### config.mk
export PLATFORM = sky130hd
export DESIGN_NAME = serial_add_seq
export DESIGN_NICKNAME = d
export VERILOG_FILES = /design/src/rtl/serial_add_seq.sv
export SDC_FILE = /design/constraint.sdc
export NUM_CORES = 1
export LEC_CHECK = 0
export BUFFER_PORTS_ARGS = -buffer_cell sky130_fd_sc_hd__buf_4
export CAP_MARGIN = 10
export CORE_UTILIZATION = 28
export DETAILED_ROUTE_END_ITERATION = 8
export MAX_ROUTING_LAYER = met4
export PLACE_DENSITY = 0.58
export SYNTH_ARGS = -nofsm -noshare
export SYNTH_HDL_FRONTEND = slang
export SYNTH_SLANG_ARGS = --single-unit
### constraint.sdc
create_clock -name clk -period 1.36 [get_ports clk]
set_input_delay 0 -clock clk [delete_from_list [all_inputs] [get_ports clk]]
set_output_delay 0 -clock clk [all_outputs]
set_load 0.02 [all_outputs]
### src/rtl/serial_add_seq.sv
// serial_add_seq: bit-serial adder that reuses one full-adder cell (two half-adder
// stages) over WIDTH cycles, LSB first, with a start/busy/done handshake.
module serial_add_seq #(
    parameter int unsigned WIDTH = 8
) (
    input  logic             clk,
    input  logic             rst_n,
    input  logic             start,
    input  logic [WIDTH-1:0] a,
    input  logic [WIDTH-1:0] b,
    input  logic             cin,
    output logic             busy,
    output logic             done,
    output logic [WIDTH-1:0] sum,
    output logic             cout
);

    localparam int unsigned CNT_W = (WIDTH > 1) ? $clog2(WIDTH) : 1;
    localparam logic [CNT_W-1:0] CNT_LAST = CNT_W'(WIDTH - 1);

    typedef enum logic [1:0] {
        ST_IDLE = 2'd0,
        ST_RUN  = 2'd1,
        ST_DONE = 2'd2
    } state_t;

    state_t           r_state;
    state_t           w_state_nxt;

    logic [WIDTH-1:0] r_sa;
    logic [WIDTH-1:0] r_sb;
    logic [WIDTH-1:0] r_acc;
    logic [CNT_W-1:0] r_cnt;
    logic             r_carry;
    logic             r_busy;
    logic             r_done;
    logic [WIDTH-1:0] r_sum;
    logic             r_cout;

    logic             w_accept;
    logic             w_run;
    logic             w_last;
    logic             w_h1s;
    logic             w_h1c;
    logic             w_h2s;
    logic             w_h2c;
    logic             w_carry_nxt;
    logic [WIDTH-1:0] w_acc_nxt;
    logic             w_busy_nxt;
    logic             w_done_nxt;

    assign w_accept = (r_state == ST_IDLE) && start;
    assign w_run    = (r_state == ST_RUN);
    assign w_last   = w_run && (r_cnt == CNT_LAST);

    // Shared full-adder cell: two half-adder stages on the current LSBs and carry.
    assign w_h1s       = r_sa[0] ^ r_sb[0];
    assign w_h1c       = r_sa[0] & r_sb[0];
    assign w_h2s       = w_h1s ^ r_carry;
    assign w_h2c       = w_h1s & r_carry;
    assign w_carry_nxt = w_h1c | w_h2c;

    // New sum bit enters at the MSB; after WIDTH shifts the LSB lands at bit 0.
    assign w_acc_nxt = (r_acc >> 1) | (WIDTH'(w_h2s) << (WIDTH - 1));

    // State register.
    always_ff @(posedge clk or negedge rst_n) begin
        if (!rst_n) begin
            r_state <= ST_IDLE;
        end else begin
            r_state <= w_state_nxt;
        end
    end

    // Next-state logic.
    always_comb begin
        w_state_nxt = r_state;
        case (r_state)
            ST_IDLE: if (start)  w_state_nxt = ST_RUN;
            ST_RUN:  if (w_last) w_state_nxt = ST_DONE;
            ST_DONE: w_state_nxt = ST_IDLE;
            default: w_state_nxt = ST_IDLE;
        endcase
    end

    // Output decode from the next state, so the handshake flops switch on the same edge.
    always_comb begin
        w_busy_nxt = 1'b0;
        w_done_nxt = 1'b0;
        if (w_state_nxt != ST_IDLE) w_busy_nxt = 1'b1;
        if (w_state_nxt == ST_DONE) w_done_nxt = 1'b1;
    end

    // Registered handshake outputs.
    always_ff @(posedge clk or negedge rst_n) begin
        if (!rst_n) begin
            r_busy <= 1'b0;
            r_done <= 1'b0;
        end else begin
            r_busy <= w_busy_nxt;
            r_done <= w_done_nxt;
        end
    end

    // Operand shift registers, carry flop, partial-sum accumulator and bit counter.
    always_ff @(posedge clk or negedge rst_n) begin
        if (!rst_n) begin
            r_sa    <= '0;
            r_sb    <= '0;
            r_acc   <= '0;
            r_cnt   <= '0;
            r_carry <= 1'b0;
        end else if (w_accept) begin
            r_sa    <= a;
            r_sb    <= b;
            r_acc   <= '0;
            r_cnt   <= '0;
            r_carry <= cin;
        end else if (w_run) begin
            r_sa    <= r_sa >> 1;
            r_sb    <= r_sb >> 1;
            r_acc   <= w_acc_nxt;
            r_cnt   <= r_cnt + CNT_W'(1);
            r_carry <= w_carry_nxt;
        end
    end

    // Result capture only on the completion edge; partial sums never reach the outputs.
    always_ff @(posedge clk or negedge rst_n) begin
        if (!rst_n) begin
            r_sum  <= '0;
            r_cout <= 1'b0;
        end else if (w_last) begin
            r_sum  <= w_acc_nxt;
            r_cout <= w_carry_nxt;
        end
    end

    assign busy = r_busy;
    assign done = r_done;
    assign sum  = r_sum;
    assign cout = r_cout;

endmodule

==> out/metrics.csv <==
metric;value;unit
ys_seq_area_share;56.5;%
crit_path_cell_trace;ha_2 -> ha_4 -> nand3b_4 -> mux2_4;
fmax;0.734;GHz
p_sw;1830;µW
grt_overflow;0;
violations;negative setup slack;
synth_area;1770;µm²
areaGrowthSynthToFinish;36.7;%
final_cell_mix;dfrtp_1, buf_4, nor3_1;
hp-class;input pin to flop;
grt_pass1_vias;1356;
die-area;6640;µm²
cts.clk_slew.worst_paths;0.08;ns
slowest_stage;dfrtp_1;
swShare;36.1;%
final_cells;284;
path_class;flop to flop;
max_slew_margin;66.3;%
leakage;0.00112;µW
antenna-diode-count;0;
grt_max_degree;41;
vias;1300;
timing.final.ws_setup;-0.00177;ns
slowest_delay;0.40;ns
drive_above_1_share;35.9;%
cp.arrival;1.54;ns
synth_cells;157;
setup_viol;1;
synth_top_area_share;56.5;%
ant_nets;0;
use_met2;20.2;%
drc;0;
die_width;81.5;µm
grt_pass1_wl;6470;µm
die_h;81.5;µm
first_pass_iters;4;
core;6030;µm²
cts_buffers;5;
grt_setup_unrepaired;yes;
cts_tree;yes;
start_util;29.4;%
powerDensity;2090;nW/µm²
critical_path.max_fanout;8;
ys_types;28;
design_area;2420;µm²
worstSetupStartpointType;flop;
rr_startpoint;r_cnt[0];
grt_usage;13.6;%
vias_per_cell;4.58;
cts-htree-levels;2;
worst_pin_slew;0.505;ns
cts.path.max_buffers;2;
crit_family;flip-flops;
setup_tns;-0.00177;ns
cts_root_buf;clkbuf_8;
antenna_found_initial;0;
num_io_pins;31;
synth_area_per_cell;11.3;µm²
dpl.cell_count;260;
final_common_cell;dfrtp_1;
drv_cap;0;
dr.first_iter.drc_count;92;
port-buffer-count;30;
slew_viol_final;0;
pwr-share-seq;41.4;%
top_usage_layer;met2;
fin_crit;1.36;ns
gp_congestion;0.717;
period_share;100;%
use_met1;17.5;%
combPwrFrac;43.1;%
fp-row-count;28;
end_kind;flop;
power.share.clock;15.5;%
finalHoldViolations;0;
path_depth;4;
peakVddDrop;0.704;mV
use_met3;3.33;%
cp.required;1.54;ns
synth_top_area_cell;dfrtp_1;
status;finished with violations;
wire_per_inst;13.4;µm
min_path_cells;3;
nets;231;
min-delay-start;b[3];
fin_worst_skew;0.0101;ns
synth_area_leaders;dfrtp_1, nor3_1, mux2_2, o22ai_1, a22o_1;
wl;3800;µm
cp.buffers_inverters;0;
synth_seq_cells;40;
clock-sinks;40;
yosys_warnings;0;
internal_power;3240;µW
clkLatencyLatePin;0.30;ns
total_power;5070;µW
place_area;2140;µm²
r2r_setup_slack;-0.002;ns
worstHoldEndpoint;r_sb[3];
r2r_cells;4;
syn_nets;180;
r2r_end;sum[2];
dp_hpwl;2500;µm
-- cell usage after synthesis, drive strengths merged --
| library cell | n |
|---|---|
| inv | 7 |
| fa | 1 |
| o32ai | 1 |
| a21oi | 3 |
| nor2b | 1 |
| nor3 | 27 |
| o21bai | 1 |
| o22ai | 13 |
| a32oi | 2 |
| nand3b | 1 |
| buf | 10 |
| dfrtp | 40 |
| nand2 | 8 |
| nor2 | 15 |
| a22o | 8 |
| o21ai | 4 |
| nand2b | 2 |
| mux2 | 7 |
| a211oi | 1 |
| or2 | 1 |
| clkbuf | 1 |
| ha | 2 |
| and2b | 1 |
-- power by group through the flow --
stage / Sequential [µW] / Clock (µW) / Combinational (µW)
final: 2100 / 785 / 2190
after global routing: 2190 / 861 / 2440
after CTS: 2090 / 814 / 2090
after detailed placement: 2100 / 0 / 2050
after global placement: 2090 / 0 / 1990
after floorplan: 2200 / 0 / 1240
-- state kept, by name (all words and copies together) (netlist names) --
| name | cells |
|---|---|
| r_sa | 8 |
| r_sb | 8 |
| sum | 8 |
| r_acc | 7 |
| r_cnt | 3 |
| r_state | 2 |
| busy | 1 |
| cout | 1 |
| done | 1 |
| r_carry | 1 |
-- stage by stage --
step | utilization (%) | hold slack (ns) | setup slack (ns)
floorplan | - | -0.296 | -0.00446
global placement | 35.5 | 0.00632 | 0.0291
detailed placement | 35.5 | 0.0125 | 0.00678
CTS | 39.3 | 0.0103 | -0.00323
global route | 40.2 | 0.0302 | -0.0469
finish | 40.2 | 0.00639 | -0.00177
-- how the worst max path moves through the flow --
stage | startpoint | end
floorplan | r_cnt[0] | sum[0]
global placement | r_cnt[1] | sum[2]
detailed placement | r_state[0] | r_carry
CTS | r_cnt[1] | sum[2]
global route | r_cnt[0] | sum[4]
finish | r_cnt[0] | sum[2]
-- tightest hold or removal path, stage by stage --
cell	delay [ns]
buf_4	0.08
nor3_1	0.04
nor3_1	0.13
-- kinds of logic after synthesis --
family / Yosys count / synth area share (%)
AO/OA/AOI/OAI: 33 / 13.5
AND/OR/NAND/NOR: 56 / 17.0
flip-flops: 40 / 56.5
adder cells (fa/ha/maj): 3 / 2.54
multiplexers: 7 / 4.45
buffers and inverters: 18 / 6.01
-- timing repair --
item	in CTS	in global routing
setup buffers	0	2
gates resized for setup	1	15
hold buffers	14	0
setup endpoints to repair	5	17
endpoints found under the hold margin	53	0
-- final cells by class --
cell class	count	area [µm²]
Tap cell	75	93.8
Inverter	7	26.3
Fill cell	601	3600
Clock buffer	5	68.8
Sequential cell	40	1000
Multi-Input combinational cell	99	721
Clock inverter	3	18.8
Timing Repair Buffer	55	489
-- per-layer routing --
layer / wire (µm) / up-vias
li1: - / 657
met1: 1920 / 615
met2: 1680 / 22
met3: 130 / 6
met4: 72 / 0
met5: 0 / -
Power figures use the tool's default switching activity.
